$ cat src/rtl/fifo_drain_ctrl_if.sv
// Read-port and output-stream bundle for the FIFO drain controller.
// master: the drain controller (drives FIFO read enable and the output stream).
// slave:  the surroundings (FIFO read port plus downstream consumer).
interface fifo_drain_ctrl_if #(
  parameter int WIDTH = 8
) ();
  logic             fifo_empty;
  logic             fifo_rd_en;
  logic [WIDTH-1:0] fifo_data;
  logic [WIDTH-1:0] m_data;
  logic             m_valid;
  logic             m_ready;

  modport master (
    input  fifo_empty,
    input  fifo_data,
    input  m_ready,
    output fifo_rd_en,
    output m_data,
    output m_valid
  );

  modport slave (
    output fifo_empty,
    output fifo_data,
    output m_ready,
    input  fifo_rd_en,
    input  m_data,
    input  m_valid
  );
endinterface

$ cat src/rtl/fifo_drain_ctrl.sv
// Drains a burst of words from a FIFO read port into a 4-entry skid buffer
// and presents them on a valid/ready stream, one word per cycle when unstalled.
//
// state   | meaning
// --------+---------------------------------------------------------------
// S_IDLE  | waiting for start
// S_DRAIN | issuing FIFO reads under the credit rule until len issued
// S_FLUSH | no more reads; waiting for in-flight and buffered words to leave
// S_DONE  | one-cycle completion pulse, then back to idle
module fifo_drain_ctrl #(
  parameter int WIDTH = 8,
  parameter int LEN_W = 8
) (
  input  logic              clk,
  input  logic              rst,
  input  logic              i_start,
  input  logic [LEN_W-1:0]  i_burst_len,
  fifo_drain_ctrl_if.master bus,
  output logic              o_busy,
  output logic              o_done,
  output logic [LEN_W-1:0]  o_words_read
);

  localparam logic [1:0] S_IDLE  = 2'd0;
  localparam logic [1:0] S_DRAIN = 2'd1;
  localparam logic [1:0] S_FLUSH = 2'd2;
  localparam logic [1:0] S_DONE  = 2'd3;

  logic [1:0]       r_state;
  logic [LEN_W-1:0] r_len;
  logic [LEN_W-1:0] r_issued;
  logic [LEN_W-1:0] r_words_read;
  logic [2:0]       r_occ;
  logic [1:0]       r_wr_ptr;
  logic [1:0]       r_rd_ptr;
  logic             r_inflight;
  logic [WIDTH-1:0] r_mem [4];

  logic             w_credit_ok;
  logic             w_rd_en;
  logic             w_push;
  logic             w_pop;
  logic             w_last_rd;
  logic             w_flush_done;
  logic [LEN_W-1:0] w_issued_nxt;

  // A read in flight already owns a buffer slot, so credit counts it with occ.
  assign w_credit_ok  = (r_occ + {2'b00, r_inflight}) < 3'd4;
  assign w_rd_en      = (r_state == S_DRAIN) && !bus.fifo_empty &&
                        (r_issued < r_len) && w_credit_ok;
  assign w_push       = r_inflight;
  assign w_pop        = bus.m_valid && bus.m_ready;
  assign w_issued_nxt = r_issued + 1'b1;
  assign w_last_rd    = w_rd_en && (w_issued_nxt == r_len);
  // Counting the pop in this cycle lets done follow the last accept directly.
  assign w_flush_done = !r_inflight &&
                        ((r_occ == 3'd0) || ((r_occ == 3'd1) && w_pop));

  assign bus.fifo_rd_en = w_rd_en;
  assign bus.m_valid    = (r_occ != 3'd0);
  assign bus.m_data     = r_mem[r_rd_ptr];
  assign o_busy         = (r_state != S_IDLE);
  assign o_done         = (r_state == S_DONE);
  assign o_words_read   = r_words_read;

  // Burst sequencing: state, latched length, issued-read count.
  always_ff @(posedge clk or posedge rst) begin
    if (rst) begin
      r_state  <= S_IDLE;
      r_len    <= '0;
      r_issued <= '0;
    end else begin
      case (r_state)
        S_IDLE: begin
          if (i_start) begin
            r_len    <= i_burst_len;
            r_issued <= '0;
            r_state  <= (i_burst_len == '0) ? S_DONE : S_DRAIN;
          end
        end
        S_DRAIN: begin
          if (w_rd_en) r_issued <= w_issued_nxt;
          if (w_last_rd) r_state <= S_FLUSH;
        end
        S_FLUSH: begin
          if (w_flush_done) r_state <= S_DONE;
        end
        default: r_state <= S_IDLE;
      endcase
    end
  end

  // Accepted-word counter; cleared on an accepted start, held otherwise.
  always_ff @(posedge clk or posedge rst) begin
    if (rst) begin
      r_words_read <= '0;
    end else if ((r_state == S_IDLE) && i_start) begin
      r_words_read <= '0;
    end else if (w_pop) begin
      r_words_read <= r_words_read + 1'b1;
    end
  end

  // Skid buffer: capture read data one cycle after the read, pop on handshake.
  always_ff @(posedge clk or posedge rst) begin
    if (rst) begin
      r_inflight <= 1'b0;
      r_wr_ptr   <= '0;
      r_rd_ptr   <= '0;
      r_occ      <= '0;
      for (int i = 0; i < 4; i++) r_mem[i] <= '0;
    end else begin
      r_inflight <= w_rd_en;
      if (w_push) begin
        r_mem[r_wr_ptr] <= bus.fifo_data;
        r_wr_ptr        <= r_wr_ptr + 2'd1;
      end
      if (w_pop) r_rd_ptr <= r_rd_ptr + 2'd1;
      case ({w_push, w_pop})
        2'b10:   r_occ <= r_occ + 3'd1;
        2'b01:   r_occ <= r_occ - 3'd1;
        default: r_occ <= r_occ;
      endcase
    end
  end

  // The credit rule must keep the buffer from ever holding more than 4 words.
  a_occ_bound: assert property (@(posedge clk) disable iff (rst) r_occ <= 3'd4);

endmodule

$ cat src/flat_wrapper.sv
// flat-port wrapper written by rule: the top's interface ports become plain ports
module fifo_drain_ctrl_flat 
#(
  parameter int WIDTH = 8,
  parameter int LEN_W = 8
)
  (clk, rst, i_start, i_burst_len, o_busy, o_done, o_words_read, bus_fifo_empty, bus_fifo_data, bus_m_ready, bus_fifo_rd_en, bus_m_data, bus_m_valid);
  fifo_drain_ctrl_if #(.WIDTH(WIDTH)) bus_i ();
  input  logic clk;
  input  logic rst;
  input  logic i_start;
  input  logic [LEN_W-1:0] i_burst_len;
  output logic o_busy;
  output logic o_done;
  output logic [LEN_W-1:0] o_words_read;
  input wire logic [$bits(bus_i.fifo_empty)-1:0] bus_fifo_empty;
  input wire logic [$bits(bus_i.fifo_data)-1:0] bus_fifo_data;
  input wire logic [$bits(bus_i.m_ready)-1:0] bus_m_ready;
  output wire logic [$bits(bus_i.fifo_rd_en)-1:0] bus_fifo_rd_en;
  output wire logic [$bits(bus_i.m_data)-1:0] bus_m_data;
  output wire logic [$bits(bus_i.m_valid)-1:0] bus_m_valid;
  assign bus_i.fifo_empty = bus_fifo_empty;
  assign bus_i.fifo_data = bus_fifo_data;
  assign bus_i.m_ready = bus_m_ready;
  assign bus_fifo_rd_en = bus_i.fifo_rd_en;
  assign bus_m_data = bus_i.m_data;
  assign bus_m_valid = bus_i.m_valid;
  fifo_drain_ctrl #(.WIDTH(WIDTH), .LEN_W(LEN_W)) u_core (.clk(clk), .rst(rst), .i_start(i_start), .i_burst_len(i_burst_len), .bus(bus_i), .o_busy(o_busy), .o_done(o_done), .o_words_read(o_words_read));
endmodule
$ cat config.mk
export PLATFORM = sky130hd
export DESIGN_NAME = fifo_drain_ctrl_flat
export DESIGN_NICKNAME = d
export VERILOG_FILES = /design/src/rtl/fifo_drain_ctrl_if.sv /design/src/rtl/fifo_drain_ctrl.sv /design/src/flat_wrapper.sv
export SDC_FILE = /design/constraint.sdc
export NUM_CORES = 1
export LEC_CHECK = 0
export CAP_MARGIN = 10
export CORE_MARGIN = 2
export CORE_UTILIZATION = 53
export CTS_BUF_LIST = sky130_fd_sc_hd__clkbuf_4 sky130_fd_sc_hd__clkbuf_8
export CTS_CLUSTER_DIAMETER = 120
export CTS_CLUSTER_SIZE = 14
export DETAILED_ROUTE_END_ITERATION = 8
export GPL_TIMING_DRIVEN = 0
export PLACE_DENSITY_LB_ADDON = 0.12
export SETUP_SLACK_MARGIN = 0.5
export SYNTH_ARGS = -nofsm -noshare
export SYNTH_HDL_FRONTEND = slang
export SYNTH_SLANG_ARGS = --single-unit
$ cat constraint.sdc
create_clock -name clk -period 2.3 [get_ports clk]
set_clock_uncertainty 0.2 [all_clocks]
set_input_delay 0.575 -clock clk [delete_from_list [all_inputs] [get_ports clk]]
set_output_delay 0.575 -clock clk [all_outputs]
set_load 0.02 [all_outputs]
* Word-level counts from Yosys, hierarchy flattened
Cells that the tools add are included.
** Storage, ports and cells
- Input bits :: 21
- Output and inout bits :: 20
- Flip-flop bits (word level) :: 66
- Word-level logic and storage cells :: 77
** Operators by class
- Eq/ne operators :: 11
- Multiplexer cells :: 17
- Add/sub/neg operators :: 7
- Reduce and logical (&&, ||, !) cells :: 23
- Bitwise gates (word level) :: 2
- Order comparisons :: 5
** Operators by type and width (number)
- $mux 8 :: 7
- $bwmux 32 :: 1
- $add 8x1->8 const B :: 2
- $bmux 8 s2 :: 1
- $demux 8 s2 :: 1
- $pmux 8 s2 :: 1
- $logic_and 1x1->1 :: 9
- $eq 8x8->1 :: 1
- $logic_not 8->1 :: 1
- $lt 8x8->1 :: 1
- $mux 2 :: 4
- $reduce_bool 2->1 :: 4
- $eq 2x2->1 const B :: 3
- $ge 3x3->1 const B :: 2
- $ne 2x1->1 const B :: 3
- $not 2->3 :: 2
- $pmux 2 s3 :: 1
- $pmux 3 s2 :: 1
- $reduce_and 3->1 :: 2
- $add 2x1->2 const B :: 2
- $eq 2x1->1 const B :: 2
- $add 3x1->3 :: 1
- $add 3x1->3 const B :: 1
- $eq 3x1->1 const B :: 1
- 10 further kinds :: 11

* Logic depth before layout (Yosys ltp)
- Depth after elaboration :: 7
- Mapped depth :: 9
- Gate-level depth less buffers :: 8

* Worst setup path after synthesis
Ideal clock, no wire load.
- Path kind :: reg2reg
- Start point :: register u_core.r_issued[5]
- End point :: register u_core.r_issued[7]
- Library setup time :: 0.121 ns
- Clock period less this slack :: 2.380 ns
- Required time :: 1.979 ns
- Setup slack :: -0.080 ns
- Cell stages (with the launch flop) :: 7
- Arrival :: 2.059 ns
- Path buffers :: 0
- Path through :: dfrtp_1 ha_1 a211o_1 o2111a_2 nor3_1 mux2_2 a22o_1
** Between the ends
- Cells in the longest elaborated chain, start to end :: 5
- Elaborated cells between the ends (all ways) :: 8
- Classes of those cells :: 1 x add/sub; 1 x order compare; 1 x eq/ne; 2 x mux; 3 x reduce/logical
** RTL lines
- start: declaration :: RTL line fifo_drain_ctrl.sv:31 : logic [LEN_W-1:0] r_issued;
- start signal: assignment :: RTL line fifo_drain_ctrl.sv:82 : if (w_rd_en) r_issued <= w_issued_nxt;
- $lt 8x8->1 :: RTL line fifo_drain_ctrl.sv:50 : (r_issued < r_len) && w_credit_ok;
- $logic_and 1x1->1 :: RTL line fifo_drain_ctrl.sv:49 : assign w_rd_en = (r_state == S_DRAIN) && !bus.fifo_empty &&
- $logic_and 1x1->1 :: RTL line fifo_drain_ctrl.sv:50
- $ne 2x1->1 (no line)
- $reduce_and 3->1 (no line)
Parallel ways exist; a longest one is shown, timed or not. The select of a mux whose other input is x is not followed.
A chain may end at the register's enable or synchronous reset.

* Worst setup path after layout
- Start point :: register u_core.r_len[4]
- End point :: output port bus_fifo_rd_en
** Between the ends
- Cells in the longest elaborated chain, start to end :: 3
** RTL lines
- start: declaration :: RTL line fifo_drain_ctrl.sv:30 : logic [LEN_W-1:0] r_len;
- start signal: assignment :: RTL line fifo_drain_ctrl.sv:76 : r_len <= i_burst_len;
- $lt 8x8->1 :: RTL line fifo_drain_ctrl.sv:50
- $logic_and 1x1->1 :: RTL line fifo_drain_ctrl.sv:49
- $logic_and 1x1->1 :: RTL line fifo_drain_ctrl.sv:50
- end: declaration :: RTL line flat_wrapper.sv:19 : output wire logic [$bits(bus_i.fifo_rd_en)-1:0] bus_fifo_rd_en;
No other way between the ends.

==> metrics.csv <==
stage;metric;value;unit
clock_tree;cts_tree;built;
power;p_leak;2.357;nW
logic_synthesis;synth-seq-area-share;43.51;%
route;first_pass_iters;5;
logic_synthesis;synth-seq-cells;66;
clock_tree;worst_setup_hold_path_clk_slew;0.08;ns
route;wl;10700;um
clock_tree;cts-buffers-inserted;9;
global_route;grt_usage;25.79;%
logic_synthesis;syn_area_per_cell;10.97;um^2
timing;post-route-period-util;117.4;%
global_route;grt_antenna_before_repair;0;
clock_tree;cts_buffer_depth;2;
route;route.met3.wl;688;um
final_layout;antennaDiodeCount;0;
route;met1_length;4456;um
route;drt_iter0_drc;240;
clock_tree;clkSinkCount;66;
logic_synthesis;syn_nets;390;
timing;slew_headroom;59.56;%
timing;hold_violations;0;
placement;io_buffers;40;
final_layout;drive_gt1_share;45.83;%
global_route;grt_pass1_wl;15440;um
timing;fin_crit;2.699;ns
timing;rsz0062_at_grt;yes;
critical_path;worst-path-max-fanout;2;
global_route;gr-total-overflow;0;
route;drc_errors;0;
critical_path;end_kind;output port;
route;wl_met2;5346;um
logic_synthesis;synth_flop_cell;dfrtp_1;
critical_path;path_cells;inv_1 > ha_1 > a211o_1 > o2111a_2 > nor2_4 > buf_6;
outcome;status;finished with violations;
logic_synthesis;netlist_instances;346;
timing;whs;0.3086;ns
floorplan;coreArea;0.006869;mm^2
power;ir_worst_vdd;0.8507;mV
route;via_per_inst;5.949;
global_route;grt_start_max_net_pins;24;
global_route;grt_pass1_vias;3129;
clock_tree;root_buffer;clkbuf_8;
outcome;violations;negative setup slack;
worst_hold_path;hold_path_class;reg -> reg;
critical_path;critPathKind;reg -> out;
final_layout;layout.nets;495;
floorplan;die_h;88.63;um
logic_synthesis;synth.distinct_cells;54;
placement;hpwl;5966;um
timing;setup_viol;20;
critical_path;max_stage_delay;0.40;ns
floorplan;start_util;55.26;%
critical_path;crit_slowest_cell;dfrtp_1;
final_layout;final_area;0.005465;mm^2
flow_run;cap_viol_max_count;0;
critical_path;required;1.52;ns
logic_synthesis;synth_edf_count;0;
placement;gp_congestion;0.8793;
floorplan;dieWidth;88.63;um
logic_synthesis;ys.warnings.count;0;
route;antenna_left;0;
final_layout;area_delta_synth_final;43.97;%
floorplan;core.rowCount;30;
route;avgRoutedWirePerCell;19.39;um
timing;setup_slack;-0.3994;ns
clock_tree;cts_max_level;3;
route;routed.top_layer;met4;
power;total_power;7.715;mW
clock_tree;clk_latency;0.36;ns
critical_path;arrival;1.92;ns
timing;worstMarginPinSlew;0.6044;ns
power;p_per_area;1412;mW/mm^2
floorplan;die_area;0.007855;mm^2
critical_path;start_kind;flop;
logic_synthesis;async_flop_share;100.0;%
timing;fmax;370.5;MHz
final_layout;n_fill_cell;409;
placement;placement.cell_area;0.004446;mm^2
route;dr_total_vias;3284;
timing;final-max-slew-violation-count;0;
logic_synthesis;syn-cell-area;0.003796;mm^2
floorplan;io_pins;41;
[Yosys cell counts, types with 3 or more instances]
| library cell | number | area (um^2) |
|---|---|---|
| a31oi_1 | 6 | 37.54 |
| and2_1 | 3 | 18.77 |
| o21ai_0 | 22 | 110.1 |
| xnor2_1 | 7 | 61.31 |
| mux2i_1 | 3 | 30.03 |
| clkbuf_1 | 5 | 18.77 |
| ha_1 | 23 | 287.8 |
| inv_1 | 21 | 78.83 |
| nor3_1 | 3 | 15.01 |
| mux4_2 | 8 | 180.2 |
| nand2b_1 | 5 | 31.28 |
| o221ai_1 | 3 | 26.28 |
| mux2_2 | 34 | 382.9 |
| a21oi_1 | 12 | 60.06 |
| dfrtp_1 | 66 | 1652 |
| nand2_1 | 23 | 86.33 |
| buf_2 | 3 | 15.01 |
| nand3_1 | 3 | 15.01 |
| buf_4 | 4 | 30.03 |
| nand4_1 | 8 | 50.05 |
| nor2_1 | 24 | 90.09 |
| xor2_1 | 13 | 113.9 |
| or3_1 | 5 | 31.28 |
[cell usage in the layout, fill, tap and decap left out, types with 9 or more instances in the layout]
| master | count |
|---|---|
| buf_6 | 29 |
| inv_1 | 10 |
| buf_4 | 36 |
| nor2_1 | 22 |
| mux2_2 | 32 |
| o21ai_0 | 9 |
| xor2_1 | 11 |
| ha_1 | 15 |
| nand2_1 | 16 |
| clkbuf_8 | 9 |
| clkdlybuf4s50_1 | 20 |
| dfrtp_1 | 59 |
[metal layers]
layer | vias up | global-route usage, %
met5 | - | 0
met1 | 1617 | 36.64
met2 | 160 | 41.25
met4 | 0 | 7.851
met3 | 37 | 3.545
li1 | 1470 | -
[per-stage QoR]
stage,std cells,TNS [ns],setup WS (ns),utilization [%]
6_report,552,-3.635,-0.3994,79.56
5_1_grt,552,-4.433,-0.4263,79.56
4_1_cts,534,-3.425,-0.4113,74.70
3_5_place_dp,484,-6.341,-1.014,64.72
3_3_place_gp,482,-9.570,-1.012,64.03
2_1_floorplan,346,-0.01897,-0.01897,-
[report_power, final]
part | switching, mW | internal, mW | leakage, nW | total, mW
Sequential | 0.356 | 1.68 | 0.799 | 2.03
Clock | 0.498 | 0.619 | 0.114 | 1.12
Combinational | 2.18 | 2.38 | 1.44 | 4.56
Total | 3.04 | 4.68 | 2.36 | 7.72
[kinds of logic after synthesis]
group / Yosys count / share of synthesized area [%]
buffers and inverters: 35 / 4.153
and+or+nand+nor: 90 / 12.79
AOI/OAI and AO/OA: 67 / 11.73
adders and majority gates: 23 / 7.581
muxes: 45 / 15.62
xor gates and xnor gates: 20 / 4.614
DFF: 66 / 43.51
[final cells by class]
class                   instances  area, um^2  area share (%)
plain buffers                  14       152.6           2.793
clock inverters                 7       100.1           1.832
flip-flops and latches         66        1660           30.38
multi-input cells             245        2287           41.85
clock buffers                   9       123.9           2.266
inverters                      21       97.59           1.786
repair buffers                 94       923.4           16.90
well taps                      96       120.1           2.198
[registers in the layout, indices dropped and copies added, names as in the netlist]
register             flops
u_core.r_mem            32
u_core.r_wr_ptr          2
u_core.r_len             8
u_core.r_occ             3
u_core.r_issued          8
u_core.r_inflight        1
u_core.r_rd_ptr          2
u_core.r_state           2
u_core.o_words_read      8
[path summary, 6_finish.rpt]
path	startpoint	to	slack, ns	depth (start not counted)
worst max-delay path	u_core.r_len[4]$_DFFE_PP0P_	bus_fifo_rd_en	-0.40	6
worst min-delay path	u_core.r_mem[7]$_DFFE_PP0P_	u_core.r_mem[7]$_DFFE_PP0P_	0.31	1
worst max register to register	u_core.r_len[4]$_DFFE_PP0P_	u_core.r_issued[7]$_DFFE_PP0P_	-0.36	10
worst min register to register	u_core.r_mem[7]$_DFFE_PP0P_	u_core.r_mem[7]$_DFFE_PP0P_	0.31	1
max in group asynchronous	rst	u_core.r_issued[4]$_DFFE_PP0P_	0.81	4
min in group asynchronous	rst	u_core.r_mem[4]$_DFFE_PP0P_	0.40	2
[repair_timing]
action / 4_1_cts / 5_1_grt
resized for setup: 155 / 63
buffers inserted: 32 / 17
setup endpoints to repair: 48 / 50
pin swaps: 11 / 23
cloned: 2 / 1
hold buffers: 0 / 0
[critical path, delay by kind of cell, from the launching register on]
kind / cells / cell delay [ns]
compound gates: 2 / 0.64
buf+inv: 2 / 0.21
flops: 1 / 0.40
fa+ha+maj: 1 / 0.19
simple gates: 1 / 0.13
No activity file was read; power rests on OpenSTA's default activity.
